**config.mk**
```make
export PLATFORM = sky130hd
export DESIGN_NAME = bus_demux_1to2_flat
export DESIGN_NICKNAME = d
export VERILOG_FILES = /design/src/rtl/bus_demux_1to2_if.sv /design/src/rtl/bus_demux_1to2.sv /design/src/flat_wrapper.sv
export SDC_FILE = /design/constraint.sdc
export NUM_CORES = 1
export LEC_CHECK = 0
export ABC_AREA = 1
export BUFFER_PORTS_ARGS = -buffer_cell sky130_fd_sc_hd__clkbuf_2
export CELL_PAD_IN_SITES_DETAIL_PLACEMENT = 1
export CELL_PAD_IN_SITES_GLOBAL_PLACEMENT = 1
export CORE_MARGIN = 2
export CORE_UTILIZATION = 27
export DETAILED_ROUTE_END_ITERATION = 8
export PLACE_DENSITY = 0.76
export SETUP_SLACK_MARGIN = 0.1
export SLEW_MARGIN = 20
export SYNTH_ARGS = -nofsm -noshare
export SYNTH_HDL_FRONTEND = slang
export SYNTH_SLANG_ARGS = --single-unit
```
**constraint.sdc**
```tcl
create_clock -name clk -period 1.7 [get_ports clk]
set_clock_uncertainty 0.05 [all_clocks]
set_input_delay 0.34 -clock clk [delete_from_list [all_inputs] [get_ports clk]]
set_output_delay 0.34 -clock clk [all_outputs]
set_load 0.005 [all_outputs]
```
**src/rtl/bus_demux_1to2_if.sv**
```systemverilog
// Bus bundle for the 1-to-2 request router: upstream core request/response
// plus the shared downstream request fields and the per-port A/B handshakes.
interface bus_demux_1to2_if;
    logic        req_valid;
    logic        req_ready;
    logic [31:0] req_addr;
    logic        req_we;
    logic [31:0] req_wdata;
    logic [3:0]  req_wstrb;

    logic        resp_valid;
    logic [31:0] resp_rdata;
    logic        resp_err;

    logic [31:0] dn_addr;
    logic        dn_we;
    logic [31:0] dn_wdata;
    logic [3:0]  dn_wstrb;

    logic        a_valid;
    logic        a_ready;
    logic        a_resp_valid;
    logic [31:0] a_rdata;

    logic        b_valid;
    logic        b_ready;
    logic        b_resp_valid;
    logic [31:0] b_rdata;

    // Router side
    modport slave (
        input  req_valid, req_addr, req_we, req_wdata, req_wstrb,
        input  a_ready, a_resp_valid, a_rdata,
        input  b_ready, b_resp_valid, b_rdata,
        output req_ready, resp_valid, resp_rdata, resp_err,
        output dn_addr, dn_we, dn_wdata, dn_wstrb, a_valid, b_valid
    );

    // Environment side: core plus both downstream targets
    modport master (
        output req_valid, req_addr, req_we, req_wdata, req_wstrb,
        output a_ready, a_resp_valid, a_rdata,
        output b_ready, b_resp_valid, b_rdata,
        input  req_ready, resp_valid, resp_rdata, resp_err,
        input  dn_addr, dn_we, dn_wdata, dn_wstrb, a_valid, b_valid
    );
endinterface

```
**src/rtl/bus_demux_1to2.sv**
```systemverilog
// Single-outstanding 1-to-2 request router: decodes the request address, steers
// it to port A (default) or port B (window), and returns one response or a timeout error.
module bus_demux_1to2 #(
    parameter logic [31:0] B_BASE   = 32'h1000_0000,
    parameter logic [31:0] B_MASK   = 32'hF000_0000,
    parameter int unsigned TIMEOUT  = 16,
    parameter logic [31:0] ERR_DATA = 32'hDEADBEEF
) (
    input logic             clk,
    input logic             rst_n,
    bus_demux_1to2_if.slave bus
);
    localparam int CNT_W = $clog2(TIMEOUT + 1);

    typedef enum logic [1:0] {IDLE, ISSUE, WAIT, DONE} state_t;

    state_t             state, state_nxt;
    logic               sel_b, sel_b_nxt;
    logic [CNT_W-1:0]   cnt, cnt_nxt;
    logic               a_vld_q, a_vld_nxt;
    logic               b_vld_q, b_vld_nxt;
    logic               resp_vld_q, resp_vld_nxt;
    logic               resp_err_q, resp_err_nxt;
    logic [31:0]        resp_rdata_q, resp_rdata_nxt;
    logic [31:0]        dn_addr_q, dn_addr_nxt;
    logic               dn_we_q, dn_we_nxt;
    logic [31:0]        dn_wdata_q, dn_wdata_nxt;
    logic [3:0]         dn_wstrb_q, dn_wstrb_nxt;

    logic               addr_is_b;
    logic               sel_ready;
    logic               sel_resp;
    logic [31:0]        sel_rdata;
    logic               timed_out;

    assign addr_is_b = (bus.req_addr & B_MASK) == B_BASE;
    assign sel_ready = sel_b ? bus.b_ready      : bus.a_ready;
    assign sel_resp  = sel_b ? bus.b_resp_valid : bus.a_resp_valid;
    assign sel_rdata = sel_b ? bus.b_rdata      : bus.a_rdata;
    assign timed_out = cnt == CNT_W'(TIMEOUT - 1);

    // State and registered outputs
    always_ff @(posedge clk) begin
        if (!rst_n) begin
            state        <= IDLE;
            sel_b        <= 1'b0;
            cnt          <= '0;
            a_vld_q      <= 1'b0;
            b_vld_q      <= 1'b0;
            resp_vld_q   <= 1'b0;
            resp_err_q   <= 1'b0;
            resp_rdata_q <= '0;
            dn_addr_q    <= '0;
            dn_we_q      <= 1'b0;
            dn_wdata_q   <= '0;
            dn_wstrb_q   <= '0;
        end else begin
            state        <= state_nxt;
            sel_b        <= sel_b_nxt;
            cnt          <= cnt_nxt;
            a_vld_q      <= a_vld_nxt;
            b_vld_q      <= b_vld_nxt;
            resp_vld_q   <= resp_vld_nxt;
            resp_err_q   <= resp_err_nxt;
            resp_rdata_q <= resp_rdata_nxt;
            dn_addr_q    <= dn_addr_nxt;
            dn_we_q      <= dn_we_nxt;
            dn_wdata_q   <= dn_wdata_nxt;
            dn_wstrb_q   <= dn_wstrb_nxt;
        end
    end

    // Next state; a completion takes priority over a timeout in the same cycle
    always_comb begin
        state_nxt = state;
        case (state)
            IDLE:  if (bus.req_valid) state_nxt = ISSUE;
            ISSUE: begin
                if (sel_ready && sel_resp) state_nxt = DONE;
                else if (timed_out)        state_nxt = DONE;
                else if (sel_ready)        state_nxt = WAIT;
            end
            WAIT:  if (sel_resp || timed_out) state_nxt = DONE;
            DONE:  state_nxt = IDLE;
            default: state_nxt = IDLE;
        endcase
    end

    // Next values of the registered outputs
    always_comb begin
        sel_b_nxt      = sel_b;
        cnt_nxt        = cnt;
        a_vld_nxt      = a_vld_q;
        b_vld_nxt      = b_vld_q;
        resp_vld_nxt   = 1'b0;
        resp_err_nxt   = resp_err_q;
        resp_rdata_nxt = resp_rdata_q;
        dn_addr_nxt    = dn_addr_q;
        dn_we_nxt      = dn_we_q;
        dn_wdata_nxt   = dn_wdata_q;
        dn_wstrb_nxt   = dn_wstrb_q;
        case (state)
            IDLE: begin
                if (bus.req_valid) begin
                    dn_addr_nxt  = bus.req_addr;
                    dn_we_nxt    = bus.req_we;
                    dn_wdata_nxt = bus.req_wdata;
                    dn_wstrb_nxt = bus.req_wstrb;
                    sel_b_nxt    = addr_is_b;
                    a_vld_nxt    = !addr_is_b;
                    b_vld_nxt    = addr_is_b;
                    cnt_nxt      = '0;
                end
            end
            ISSUE, WAIT: begin
                cnt_nxt = cnt + CNT_W'(1);
                if (state == ISSUE && sel_ready) begin
                    a_vld_nxt = 1'b0;
                    b_vld_nxt = 1'b0;
                end
                if (sel_resp && (state == WAIT || sel_ready)) begin
                    resp_vld_nxt   = 1'b1;
                    resp_err_nxt   = 1'b0;
                    resp_rdata_nxt = sel_rdata;
                end else if (timed_out) begin
                    a_vld_nxt      = 1'b0;
                    b_vld_nxt      = 1'b0;
                    resp_vld_nxt   = 1'b1;
                    resp_err_nxt   = 1'b1;
                    resp_rdata_nxt = ERR_DATA;
                end
            end
            default: ;
        endcase
    end

    assign bus.req_ready  = (state == IDLE);
    assign bus.resp_valid = resp_vld_q;
    assign bus.resp_err   = resp_err_q;
    assign bus.resp_rdata = resp_rdata_q;
    assign bus.dn_addr    = dn_addr_q;
    assign bus.dn_we      = dn_we_q;
    assign bus.dn_wdata   = dn_wdata_q;
    assign bus.dn_wstrb   = dn_wstrb_q;
    assign bus.a_valid    = a_vld_q;
    assign bus.b_valid    = b_vld_q;
endmodule

```
**src/flat_wrapper.sv**
```systemverilog
// flat-port wrapper written by rule: the top's interface ports become plain ports
module bus_demux_1to2_flat 
#(
    parameter logic [31:0] B_BASE   = 32'h1000_0000,
    parameter logic [31:0] B_MASK   = 32'hF000_0000,
    parameter int unsigned TIMEOUT  = 16,
    parameter logic [31:0] ERR_DATA = 32'hDEADBEEF
)
  (clk, rst_n, bus_req_valid, bus_req_addr, bus_req_we, bus_req_wdata, bus_req_wstrb, bus_a_ready, bus_a_resp_valid, bus_a_rdata, bus_b_ready, bus_b_resp_valid, bus_b_rdata, bus_req_ready, bus_resp_valid, bus_resp_rdata, bus_resp_err, bus_dn_addr, bus_dn_we, bus_dn_wdata, bus_dn_wstrb, bus_a_valid, bus_b_valid);
  bus_demux_1to2_if bus_i ();
  input logic clk;
  input logic rst_n;
  input wire logic [$bits(bus_i.req_valid)-1:0] bus_req_valid;
  input wire logic [$bits(bus_i.req_addr)-1:0] bus_req_addr;
  input wire logic [$bits(bus_i.req_we)-1:0] bus_req_we;
  input wire logic [$bits(bus_i.req_wdata)-1:0] bus_req_wdata;
  input wire logic [$bits(bus_i.req_wstrb)-1:0] bus_req_wstrb;
  input wire logic [$bits(bus_i.a_ready)-1:0] bus_a_ready;
  input wire logic [$bits(bus_i.a_resp_valid)-1:0] bus_a_resp_valid;
  input wire logic [$bits(bus_i.a_rdata)-1:0] bus_a_rdata;
  input wire logic [$bits(bus_i.b_ready)-1:0] bus_b_ready;
  input wire logic [$bits(bus_i.b_resp_valid)-1:0] bus_b_resp_valid;
  input wire logic [$bits(bus_i.b_rdata)-1:0] bus_b_rdata;
  output wire logic [$bits(bus_i.req_ready)-1:0] bus_req_ready;
  output wire logic [$bits(bus_i.resp_valid)-1:0] bus_resp_valid;
  output wire logic [$bits(bus_i.resp_rdata)-1:0] bus_resp_rdata;
  output wire logic [$bits(bus_i.resp_err)-1:0] bus_resp_err;
  output wire logic [$bits(bus_i.dn_addr)-1:0] bus_dn_addr;
  output wire logic [$bits(bus_i.dn_we)-1:0] bus_dn_we;
  output wire logic [$bits(bus_i.dn_wdata)-1:0] bus_dn_wdata;
  output wire logic [$bits(bus_i.dn_wstrb)-1:0] bus_dn_wstrb;
  output wire logic [$bits(bus_i.a_valid)-1:0] bus_a_valid;
  output wire logic [$bits(bus_i.b_valid)-1:0] bus_b_valid;
  assign bus_i.req_valid = bus_req_valid;
  assign bus_i.req_addr = bus_req_addr;
  assign bus_i.req_we = bus_req_we;
  assign bus_i.req_wdata = bus_req_wdata;
  assign bus_i.req_wstrb = bus_req_wstrb;
  assign bus_i.a_ready = bus_a_ready;
  assign bus_i.a_resp_valid = bus_a_resp_valid;
  assign bus_i.a_rdata = bus_a_rdata;
  assign bus_i.b_ready = bus_b_ready;
  assign bus_i.b_resp_valid = bus_b_resp_valid;
  assign bus_i.b_rdata = bus_b_rdata;
  assign bus_req_ready = bus_i.req_ready;
  assign bus_resp_valid = bus_i.resp_valid;
  assign bus_resp_rdata = bus_i.resp_rdata;
  assign bus_resp_err = bus_i.resp_err;
  assign bus_dn_addr = bus_i.dn_addr;
  assign bus_dn_we = bus_i.dn_we;
  assign bus_dn_wdata = bus_i.dn_wdata;
  assign bus_dn_wstrb = bus_i.dn_wstrb;
  assign bus_a_valid = bus_i.a_valid;
  assign bus_b_valid = bus_i.b_valid;
  bus_demux_1to2 #(.B_BASE(B_BASE), .B_MASK(B_MASK), .TIMEOUT(TIMEOUT), .ERR_DATA(ERR_DATA)) u_core (.clk(clk), .rst_n(rst_n), .bus(bus_i));
endmodule
```
After elaboration in Yosys (flattened, before gate mapping):

Cells that the tools add are included.

* register bits: 113
* input port bits: 140

* add/sub/neg operators: 1
* equality and inequality tests: 8
* muxes and demuxes: 27
* reductions and logical operators: 15

Operators with widths (count)
* 32-bit 2-to-1 mux: 3
* 1-bit 2-to-1 mux: 14
* 2-bit 2-to-1 mux: 5
* 5-bit one-hot mux with 2 select lines: 1
* 2-bit one-hot mux with 4 select lines: 1
* 2-bit AND reduction: 4
* 5-bit by 1-bit adder with 5-bit output (second input constant): 1
* 5-bit by 4-bit equality test with 1-bit output (second input constant): 1
* 5-bit 2-to-1 mux: 1
* 2-bit equality test (second input constant): 2
* 4-bit by 1-bit equality test with 1-bit output (second input constant): 1
* 4-bit by 1-bit != test with 1-bit output (second input constant): 1
* 1-bit one-hot mux with 2 select lines: 2
* 2-bit nonzero test: 2
* 1-bit logical AND: 3
* 3-bit AND reduction: 1
* 2-bit by 1-bit equality test with 1-bit output (second input constant): 1
* 2-bit logical NOT: 1
* 1-bit logical OR: 2
* 2-bit by 1-bit != test with 1-bit output (second input constant): 1
* 2-bit != test (second input constant): 1
* 2-bit OR reduction: 1
* 1-bit logical NOT: 1

Depth between registers and ports, before layout:

Gate-level depths: netlist (run 1).

* depth after elaboration: 6
* mapped depth: 10
* depth with buffers taken out: 10

Worst setup path after synthesis (run 1):

OpenSTA, ideal clock, no wires.

* path kind: register to register
* start point: reg u_core.state[0]
* end point: reg u_core.cnt[3]
* data arrival time: 1452 ps
* required time: 1527 ps
* path slack: 75 ps
* stages on the path, launching flop included: 8
* clock period less this slack: 1625 ps
* path through: dfxtp_1 inv_1 ha_1 inv_1 o21ai_4 inv_1 nor4_1 nor3_1

* longest elaborated chain between the ends: 4

RTL lines
* start, declared: RTL line bus_demux_1to2.sv:17 `state_t state, state_nxt;`
* start signal, assigned: RTL line bus_demux_1to2.sv:58 `state <= state_nxt;`
* 2-bit equality test or 2-bit by 1-bit equality test with 1-bit output (tied branches): RTL line bus_demux_1to2.sv:102 `case (state)`
* 2-bit OR reduction: RTL line bus_demux_1to2.sv:102
* 2-bit nonzero test (no line)
* 2-bit AND reduction (no line)
* end signal, assigned: RTL line bus_demux_1to2.sv:60 `cnt <= cnt_nxt;`
* end, declared: RTL line bus_demux_1to2.sv:19 `logic [CNT_W-1:0] cnt, cnt_nxt;`

Parallel ways exist; a longest one is shown, timed or not.
A chain may end at the register's enable or synchronous reset.

Worst setup path after layout (run 1):

* start point: reg u_core.cnt[1]
* end point: reg u_core.state[0]

* longest elaborated chain between the ends: 4

RTL lines
* 5-bit by 4-bit equality test with 1-bit output (*): RTL line bus_demux_1to2.sv:40 `assign timed_out = cnt == CNT_W'(TIMEOUT - 1);`
* 2-bit 2-to-1 mux or 1-bit logical OR (tied branches): RTL line bus_demux_1to2.sv:80, bus_demux_1to2.sv:83
* 2-bit 2-to-1 mux or 2-bit by 1-bit != test with 1-bit output (tied branches)
* 2-bit one-hot mux with 4 select lines or 3-bit AND reduction (tied branches)

Mark *: on every way between the ends. The rest lies on a longest branch, timed or not.

==> flow_metrics.py, run 1 <==
metrics = {
    "final_layout": {
        "utilization": 0.422,
        "n_antenna_cell": 0,
        "layout_common_cells": "245 x clkbuf_2, 160 x nor2_1, 109 x dfxtp_1",
        "nets": 1012,
        "final_common_cell": "clkbuf_2",
        "layout-area-overhead-vs-synth_pct": 52.8,
        "drive_gt1_frac": 0.391,
    },
    "detailed_routing": {
        "totalWireLength_mm": 16.3,
        "postRouteAntennaNets": 0,
        "wire_per_inst_microns": 14.8,
        "drt_iter0_drc": 137,
        "vias": 4961,
        "avgViaCountPerCell": 4.51,
        "drcViolationCount": 0,
        "firstDrtPassIters": 4,
    },
    "sta": {
        "fin_crit_ps": 1570,
        "slew_viol_final": 0,
        "tightest_slew_ps": 338,
        "setup_viol": 0,
        "fmax_mhz": 636,
        "whs_ps": 124,
        "setup_slack_ps": 127,
        "slew_headroom": 0.775,
        "rsz0062_at_grt": "yes",
        "min_period_over_period": 0.925,
        "finalHoldViolCount": 0,
    },
    "clock_tree": {
        "cts_tree": "built",
        "cts.reportedPaths.clkPinSlew_ps": 60,
        "cts_buffers": 17,
        "cts_buffer_depth": 2,
        "cts_root_buffer": "clkbuf_16",
        "h-tree-depth": 4,
        "cts_hold_buf": 0,
        "clk_latency_ps": 410,
        "clock_sinks": 113,
    },
    "synth": {
        "ys_warn_count": 0,
        "ys.flop_type": "dfxtp_1",
        "yosysSeqAreaShare": 0.494,
        "synth.avg_cell_area_sq_um": 7.48,
        "ys_async_sr_fraction": 0,
        "yosys.area.top_type_share": 0.494,
        "synth_edf_count": 0,
        "synth-seq-cells": 113,
        "netlist_area_sq_um": 4580,
        "synthTopCellsByArea": "dfxtp_1 49%, nor2_1 13%, nand2_1 8.9%, o21ai_0 8.4%, o211a_1 3.3%",
        "synth_cell_type_count": 26,
        "synthCells": 612,
        "synth_nets": 758,
        "yosysTopAreaCell": "dfxtp_1",
    },
    "worst_hold_path": {
        "hold_path_class": "primary input to flop",
    },
    "placed_design": {
        "hpwlAfterDp_mm": 11.8,
        "dp_slack_ps": -33.9,
        "port_buffers": 245,
        "gp_congestion": 0.767,
    },
    "global_routing": {
        "grt-ovfl-total": 0,
        "grt_start_max_net_pins": 56,
        "met3_usage": 0.0699,
        "grt_usage": 0.176,
        "busiest_layer": "met2",
        "grt_pass1_wl_mm": 25.3,
        "grt_pass1_vias": 5059,
        "met2_usage": 0.304,
        "antenna_found_initial": 0,
        "grt_util_met1": 0.201,
    },
    "floorplan": {
        "initial_core_util": 0.276,
        "fp.dieH_microns": 134,
        "io_pins": 246,
        "rows": 47,
        "die_width_microns": 134,
        "die_area_sq_um": 18000,
        "coreArea_sq_um": 16600,
    },
    "worst_setup_path": {
        "crit_type": "flop to flop",
        "endpoint_kind": "flop",
        "worst-path-max-fanout": 4,
        "critPathRequiredTime_ps": 1940,
        "slowest_delay_ps": 360,
        "worst-path-buf-inv": 3,
        "crit_slowest_cell": "dfxtp_4",
        "cp-start-kind": "flop",
        "crit_path_cell_trace": "ha_4, inv_4, nor3_4, ha_4, buf_6, inv_1, nand2_2, nand3_2, nand2_2, a21oi_2",
        "cp_top_family": "simple AND/OR/NAND/NOR gates",
        "worst_ep_arrival_time_ps": 1820,
    },
    "power": {
        "vdd_ir_drop_max_v": 0.000693,
        "p_leak_nw": 3.53,
        "power_per_cell_area_nw_per_um2": 1700,
    },
    "run_status": {
        "outcome": "completed",
    },
    "job": {
        "cap_violations": 0,
    },
}
## worst reg2reg max path, cell delays in order, from the launching register on
cell and delay, ps:
dfxtp_4 360, ha_4 150, inv_4 40, nor3_4 210
ha_4 190, buf_6 100, inv_1 50, nand2_2 100
nand3_2 90, nand2_2 80, a21oi_2 40
## final timing paths
path	from	to	slack, ps	cells after the start
min reg2reg	u_core.bus.resp_rdata[20]	u_core.bus.resp_rdata[20]	410	2
max	u_core.cnt[1]	u_core.state[0]	130	10
max reg2reg	u_core.cnt[1]	u_core.state[0]	130	10
min	bus_req_addr[19]	u_core.bus.dn_addr[19]	120	3
## synthesized netlist by cell type (2+ instances only)
library cell	number
dfxtp_1	113
nand2_1	108
a21oi_1	29
buf_6	5
inv_4	2
nor2_1	162
o21ai_1	4
nor3_1	4
nand2_2	5
nand3_1	22
ha_1	6
clkbuf_1	21
o21ai_0	77
buf_2	11
o211a_1	15
inv_1	17
o211ai_1	2
## power by group
part | internal [mW] | leakage (nW) | switching [mW] | total [mW]
registers | 3.34 | 0.931 | 0.369 | 3.71
clock network | 2.79 | 0.328 | 1.31 | 4.11
logic | 1.77 | 2.27 | 2.29 | 4.06
total | 7.90 | 3.53 | 3.97 | 11.9
## per-stage QoR
stage,cells,total power [mW],TNS [ps],area (sq um)
6_report,1099,11.9,0,7000
5_1_grt,1099,12.7,0,7000
4_1_cts,1095,11.7,0,6830
3_5_place_dp,1062,7.47,-33.9,6120
3_3_place_gp,1062,7.37,0,6120
2_1_floorplan,612,5.82,0,4580
## cell families after synthesis
logic type / Yosys count / synth area share
AO/OA/AOI/OAI: 129 / 0.161
adder cells (fa/ha/maj): 6 / 0.0164
buffers and inverters: 59 / 0.0617
flip-flops: 113 / 0.494
AND/OR/NAND/NOR: 305 / 0.266
## sequential cells by signal, summed over array words and instances (netlist names)
signal,cells
u_core.bus.a_valid,1
u_core.bus.b_valid,1
u_core.state,2
u_core.bus.resp_err,1
u_core.bus.resp_valid,1
u_core.bus.resp_rdata,32
u_core.cnt,5
u_core.bus.dn_wdata,32
u_core.bus.dn_addr,32
u_core.bus.dn_we,1
u_core.bus.dn_wstrb,4
u_core.sel_b,1
## cell type report
cell class,count,area [sq um]
inverter,20,87.6
clock inverter,13,233
multi-input combinational,440,2140
tap,220,275
timing repair buffer,274,1550
sequential,113,2270
clock buffer,19,443
fill,2090,9580
## repair_timing
| item | 4_1_cts | 5_1_grt |
|---|---|---|
| resized for setup | 9 | 36 |
| buffers inserted | 1 | 2 |
| cloned | 0 | 2 |
| setup endpoints to repair | 46 | 77 |
| pin swaps | 3 | 15 |
## routing by layer
layer,up-vias,wire length (microns)
li1,2501,-
met1,2237,6810
met2,207,7760
met3,16,1550
met4,0,181
met5,-,0
No activity file was read; power rests on OpenSTA's default activity.
==> run 2: changes to the inputs <==
CELL_PAD_IN_SITES_DETAIL_PLACEMENT = not set   (was 1)
CELL_PAD_IN_SITES_GLOBAL_PLACEMENT = not set   (was 1)
CORE_UTILIZATION = 40   (was 27)
PLACE_DENSITY = 0.77   (was 0.76)
==> run 2 against run 1 <==
  * Total power fell by 7.3%
  * Combinational power fell by 2%
  * Worst setup slack improved by 21 ps
  * Via count fell by 1.5%
  * Non-clock buffer count fell by 3
  * Maximum frequency rose by 1.4%
  * Highest routed layer unchanged
  * Final cell count fell by 7.3%
==> flow_metrics.py, run 2 (synthesis gave the netlist of run 1 again) <==
metrics = {
    "run_status": {
        "outcome": "completed",
    },
    "worst_setup_path": {
        "cp-start-kind": "flop",
        "r2r_setup_slack_ps": 150,
        "endpoint_kind": "flop",
        "critPathRequiredTime_ps": 1950,
        "worst-path-max-fanout": 10,
        "rr_endpoint": "u_core.bus.b_valid",
        "crit_type": "flop to flop",
        "rr_startpoint": "u_core.state[0]",
        "ff2ff_path_depth": 11,
        "worst_ep_arrival_time_ps": 1800,
    },
    "detailed_routing": {
        "firstDrtPassIters": 4,
        "vias": 4885,
        "drt_iter0_drc": 341,
        "totalWireLength_mm": 13.6,
        "wire_per_inst_microns": 13.3,
        "postRouteAntennaNets": 0,
        "avgViaCountPerCell": 4.79,
        "drcViolationCount": 0,
    },
    "clock_tree": {
        "cts_buffers": 17,
        "cts_root_buffer": "clkbuf_16",
        "cts.reportedPaths.clkPinSlew_ps": 60,
        "cts_hold_buf": 0,
        "cts_buffer_depth": 2,
        "h-tree-depth": 4,
        "clk_latency_ps": 400,
        "clock_sinks": 113,
        "cts_tree": "built",
    },
    "placed_design": {
        "port_buffers": 245,
        "gp_congestion": 0.797,
        "hpwlAfterDp_mm": 9.43,
    },
    "floorplan": {
        "io_pins": 246,
        "coreArea_sq_um": 11300,
        "rows": 39,
        "initial_core_util": 0.406,
        "die_width_microns": 111,
        "die_area_sq_um": 12300,
        "fp.dieH_microns": 111,
    },
    "sta": {
        "finalHoldViolCount": 0,
        "rsz0062_at_grt": "yes",
        "tightest_slew_ps": 328,
        "whs_ps": 138,
        "fin_setup_tns_ps": 0,
        "min_period_over_period": 0.913,
        "fin_crit_ps": 1550,
        "slew_headroom": 0.781,
        "setup_viol": 0,
        "slew_viol_final": 0,
        "fmax_mhz": 645,
    },
    "final_layout": {
        "n_antenna_cell": 0,
        "utilization": 0.602,
        "layout_common_cells": "244 x clkbuf_2, 159 x nor2_1, 108 x dfxtp_1",
        "layout-area-overhead-vs-synth_pct": 48.1,
        "drive_gt1_frac": 0.384,
        "nets": 1009,
        "final_common_cell": "clkbuf_2",
    },
    "global_routing": {
        "grt_pass1_wl_mm": 22.1,
        "grt_pass1_vias": 4589,
        "antenna_found_initial": 0,
        "grt_start_max_net_pins": 69,
        "grt-ovfl-total": 0,
        "grt_usage": 0.219,
    },
    "power": {
        "p_leak_nw": 3.44,
        "vdd_ir_drop_max_v": 0.000815,
        "power_per_cell_area_nw_per_um2": 1620,
    },
    "job": {
        "cap_violations": 0,
    },
    "worst_hold_path": {
        "hp-start": "bus_req_addr[10]",
        "hold_path_class": "primary input to flop",
        "hold_path_depth": 3,
        "hold_path_end": "u_core.bus.dn_addr[10]",
    },
}
-- run 2: changes by cell type in the layout (fill, tap and decap cells not counted), sizes merged --
cell | before | now
buf | 27 | 25
bufinv | 6 | 1
clkbuf | 266 | 265
clkinvlp | 1 | 6
-- run 2: metrics by stage --
step                      area (sq um)  total power [mW]  worst slack [ps]  cells
final                             6780              11.0               148   1019
after global routing              6780              11.8              81.3   1019
after CTS                         6630              10.8               100   1015
after detailed placement          5950              7.21             -37.5    975
after global placement            5950              7.14              35.4    975
after floorplan                   4580              5.82               117    612
-- run 2: timing repair --
action                                 4_1_cts  5_1_grt
setup endpoints to repair                   47       95
endpoints found under the hold margin        0        0
setup buffers                                7        2
gates resized for setup                     12       24
cloned                                       1        2
pin swaps                                    8        7
-- run 2: layer usage --
metal | part of all wire | vias to the layer above | wire length (microns) | global-route usage
met2 | 0.48 | 210 | 6500 | 0.360
met3 | 0.079 | 15 | 1070 | 0.0612
met1 | 0.42 | 2158 | 5760 | 0.278
met4 | 0.018 | 0 | 240 | 0.0775
li1 | - | 2502 | - | -
met5 | 0 | - | 0 | 0
-- run 2: worst max path at each step --
stage	start	cells after the start	end
4_1_cts	u_core.state[1]	3	bus_req_ready
2_1_floorplan	u_core.state[0]	7	u_core.cnt[3]
5_1_grt	u_core.state[0]	11	u_core.bus.b_valid
6_report	u_core.state[0]	11	u_core.bus.b_valid
3_5_place_dp	u_core.state[0]	7	u_core.cnt[3]
3_3_place_gp	u_core.state[0]	7	u_core.cnt[3]
-- run 2: area by class of cell --
class | count | area [sq um]
clock inverters | 13 | 113
clock buffers | 19 | 453
repair buffers | 271 | 1540
well taps | 143 | 179
multi-input cells | 440 | 2130
inverters | 20 | 90.1
flip-flops and latches | 113 | 2270
fillers | 1055 | 4490
-- run 2: report_power, final --
group / total, mW / switching [mW] / internal, mW
Sequential: 3.70 / 0.359 / 3.34
Clock: 3.33 / 1.26 / 2.08
Combinational: 3.97 / 2.19 / 1.78
-- run 2: worst max-delay path: stages (launching register included) --
cell	delay (ps)
dfxtp_2	350
inv_4	50
ha_2	180
inv_1	80
nand3_2	100
buf_4	180
nand2_8	90
nand2_1	70
nand2_1	60
nand2_1	70
o21ai_1	120
inv_1	40
==> run 3: changes to the inputs <==
CTS_CLUSTER_SIZE = 25   (was not set)
REMOVE_ABC_BUFFERS = 1   (was not set)
==> run 3 against run 2 <==
  * Register-to-register slack about the same
  * Count of clock-buffer cells in the layout increased by 3
  * Sequential power about the same
  * Die area unchanged
  * Sequential cell count unchanged
  * Final cell count increased by 0.59%
  * Utilization increased by 0.71 points
  * Maximum frequency decreased by 0.83%
==> flow_metrics.py, run 3 (synthesis gave the netlist of run 1 again) <==
metrics = {
    "run_status": {
        "outcome": "completed",
    },
    "placed_design": {
        "dp_slack_ps": 1.53,
        "port_buffers": 245,
        "hpwlAfterDp_mm": 9.63,
        "placed_cells_incl_taps": 985,
        "placed_area_sq_um": 6050,
        "gp_congestion": 0.815,
    },
    "final_layout": {
        "multi_input_area_sq_um": 2110,
        "drive_gt1_frac": 0.385,
        "nets": 1015,
        "layout_common_cells": "245 x clkbuf_2, 159 x nor2_1, 109 x dfxtp_1",
        "stdcell_count": 1025,
        "n_antenna_cell": 0,
        "final_common_cell": "clkbuf_2",
        "regArea_sq_um": 2270,
        "layout-area-overhead-vs-synth_pct": 49.9,
        "utilization": 0.609,
        "fillerInstances": 1047,
        "finalInstanceArea_sq_um": 6860,
    },
    "worst_hold_path": {
        "hold_path_depth": 3,
        "hold_path_class": "primary input to flop",
    },
    "sta": {
        "finalHoldViolCount": 0,
        "tightest_slew_ps": 445,
        "setup_slack_ps": 135,
        "rsz0062_at_grt": "yes",
        "min_period_over_period": 0.920,
        "fin_crit_ps": 1560,
        "fmax_mhz": 639,
        "slew_viol_final": 0,
        "slew_headroom": 0.703,
        "setup_viol": 0,
    },
    "clock_tree": {
        "clock_sinks": 113,
        "cts_tree": "built",
        "cts_buffer_depth": 2,
        "cts_buffers": 17,
        "clk_latency_ps": 400,
        "cts.reportedPaths.clkPinSlew_ps": 60,
        "h-tree-depth": 4,
        "cts_root_buffer": "clkbuf_16",
    },
    "floorplan": {
        "fp.dieH_microns": 111,
        "initial_core_util": 0.406,
        "rows": 39,
        "die_area_sq_um": 12300,
        "coreArea_sq_um": 11300,
        "io_pins": 246,
        "die_width_microns": 111,
    },
    "detailed_routing": {
        "vias": 4854,
        "wire_per_inst_microns": 13.2,
        "totalWireLength_mm": 13.6,
        "drt_iter0_drc": 280,
        "drcViolationCount": 0,
        "postRouteAntennaNets": 0,
        "firstDrtPassIters": 7,
        "avgViaCountPerCell": 4.74,
    },
    "power": {
        "power_mw": 11.5,
        "vdd_ir_drop_max_v": 0.000775,
        "power_per_cell_area_nw_per_um2": 1670,
        "p_leak_nw": 3.49,
    },
    "worst_setup_path": {
        "crit_type": "flop to flop",
        "ff2ff_path_depth": 9,
        "critPathRequiredTime_ps": 1940,
        "worstSetupEndpoint": "u_core.bus.resp_rdata[5]",
        "rr_startpoint": "u_core.cnt[1]",
        "r2r_setup_slack_ps": 140,
        "endpoint_kind": "flop",
        "worst-path-max-fanout": 18,
        "cp-start-kind": "flop",
        "worst_ep_arrival_time_ps": 1800,
        "rr_endpoint": "u_core.bus.resp_rdata[5]",
        "critPathLaunch": "u_core.cnt[1]",
    },
    "global_routing": {
        "grt_pass1_vias": 4475,
        "grt_usage": 0.218,
        "grt_pass1_wl_mm": 21.7,
        "antenna_found_initial": 0,
        "grt_start_max_net_pins": 50,
        "grt-ovfl-total": 0,
    },
    "job": {
        "cap_violations": 0,
    },
}
run 3: cell count changes in the layout (fill, tap and decap cells not counted), sizes merged:
cell      before  now
bufinv         1    4
clkinvlp       6    1
clkbuf       265  269
clkinv         5    4
buf           25   30
run 3: how the worst min path moves through the flow:
stage                                    from                        end  slack (ps)
finish                       bus_req_addr[31]     u_core.bus.dn_addr[31]         130
global route                 bus_req_wdata[1]     u_core.bus.dn_wdata[1]         130
CTS                          bus_req_addr[19]     u_core.bus.dn_addr[19]         120
detailed placement  u_core.bus.resp_rdata[22]  u_core.bus.resp_rdata[22]         410
global placement    u_core.bus.resp_rdata[29]  u_core.bus.resp_rdata[29]         410
floorplan                       u_core.cnt[4]              u_core.cnt[4]         390
run 3: power by group:
group / internal [mW] / leakage (nW) / total, mW / switching (mW)
sequential: 3.34 / 0.932 / 3.73 / 0.389
clock: 2.53 / 0.304 / 3.77 / 1.24
combinational: 1.79 / 2.26 / 3.97 / 2.18
total: 7.66 / 3.49 / 11.5 / 3.81
run 3: critical path: stages, from the launching register on:
cell     delay [ps]
dfxtp_2         350
ha_4            140
inv_2            40
nor3_2          160
ha_2            250
nand2_4          80
nand2_8         130
inv_8            80
nor2_2          120
nor2_1           50
run 3: cell type report:
type	count	area share
clock inverters	10	0.0228
clock buffers	22	0.0676
flip-flops and latches	113	0.331
well taps	143	0.0261
inverters	20	0.0135
multi-input cells	440	0.307
repair buffers	277	0.232
run 3: timing repair:
item	CTS	global route
resized for setup	6	32
setup buffers	2	4
cloned	0	2
pin swaps	3	12
hold buffers	0	0
endpoints found under the setup margin	40	59
run 3: routing by layer:
metal	global-route usage	routed length [microns]
met5	0	0
met1	0.275	5760
met4	0.0775	191
met3	0.0629	1110
met2	0.356	6490
run 3: stage by stage:
step / TNS, ps / hold slack, ps
after floorplan: -79130 / 390
after global placement: 0 / 405
after detailed placement: 0 / 406
after CTS: 0 / 124
after global routing: -2.18 / 128
final: 0 / 133
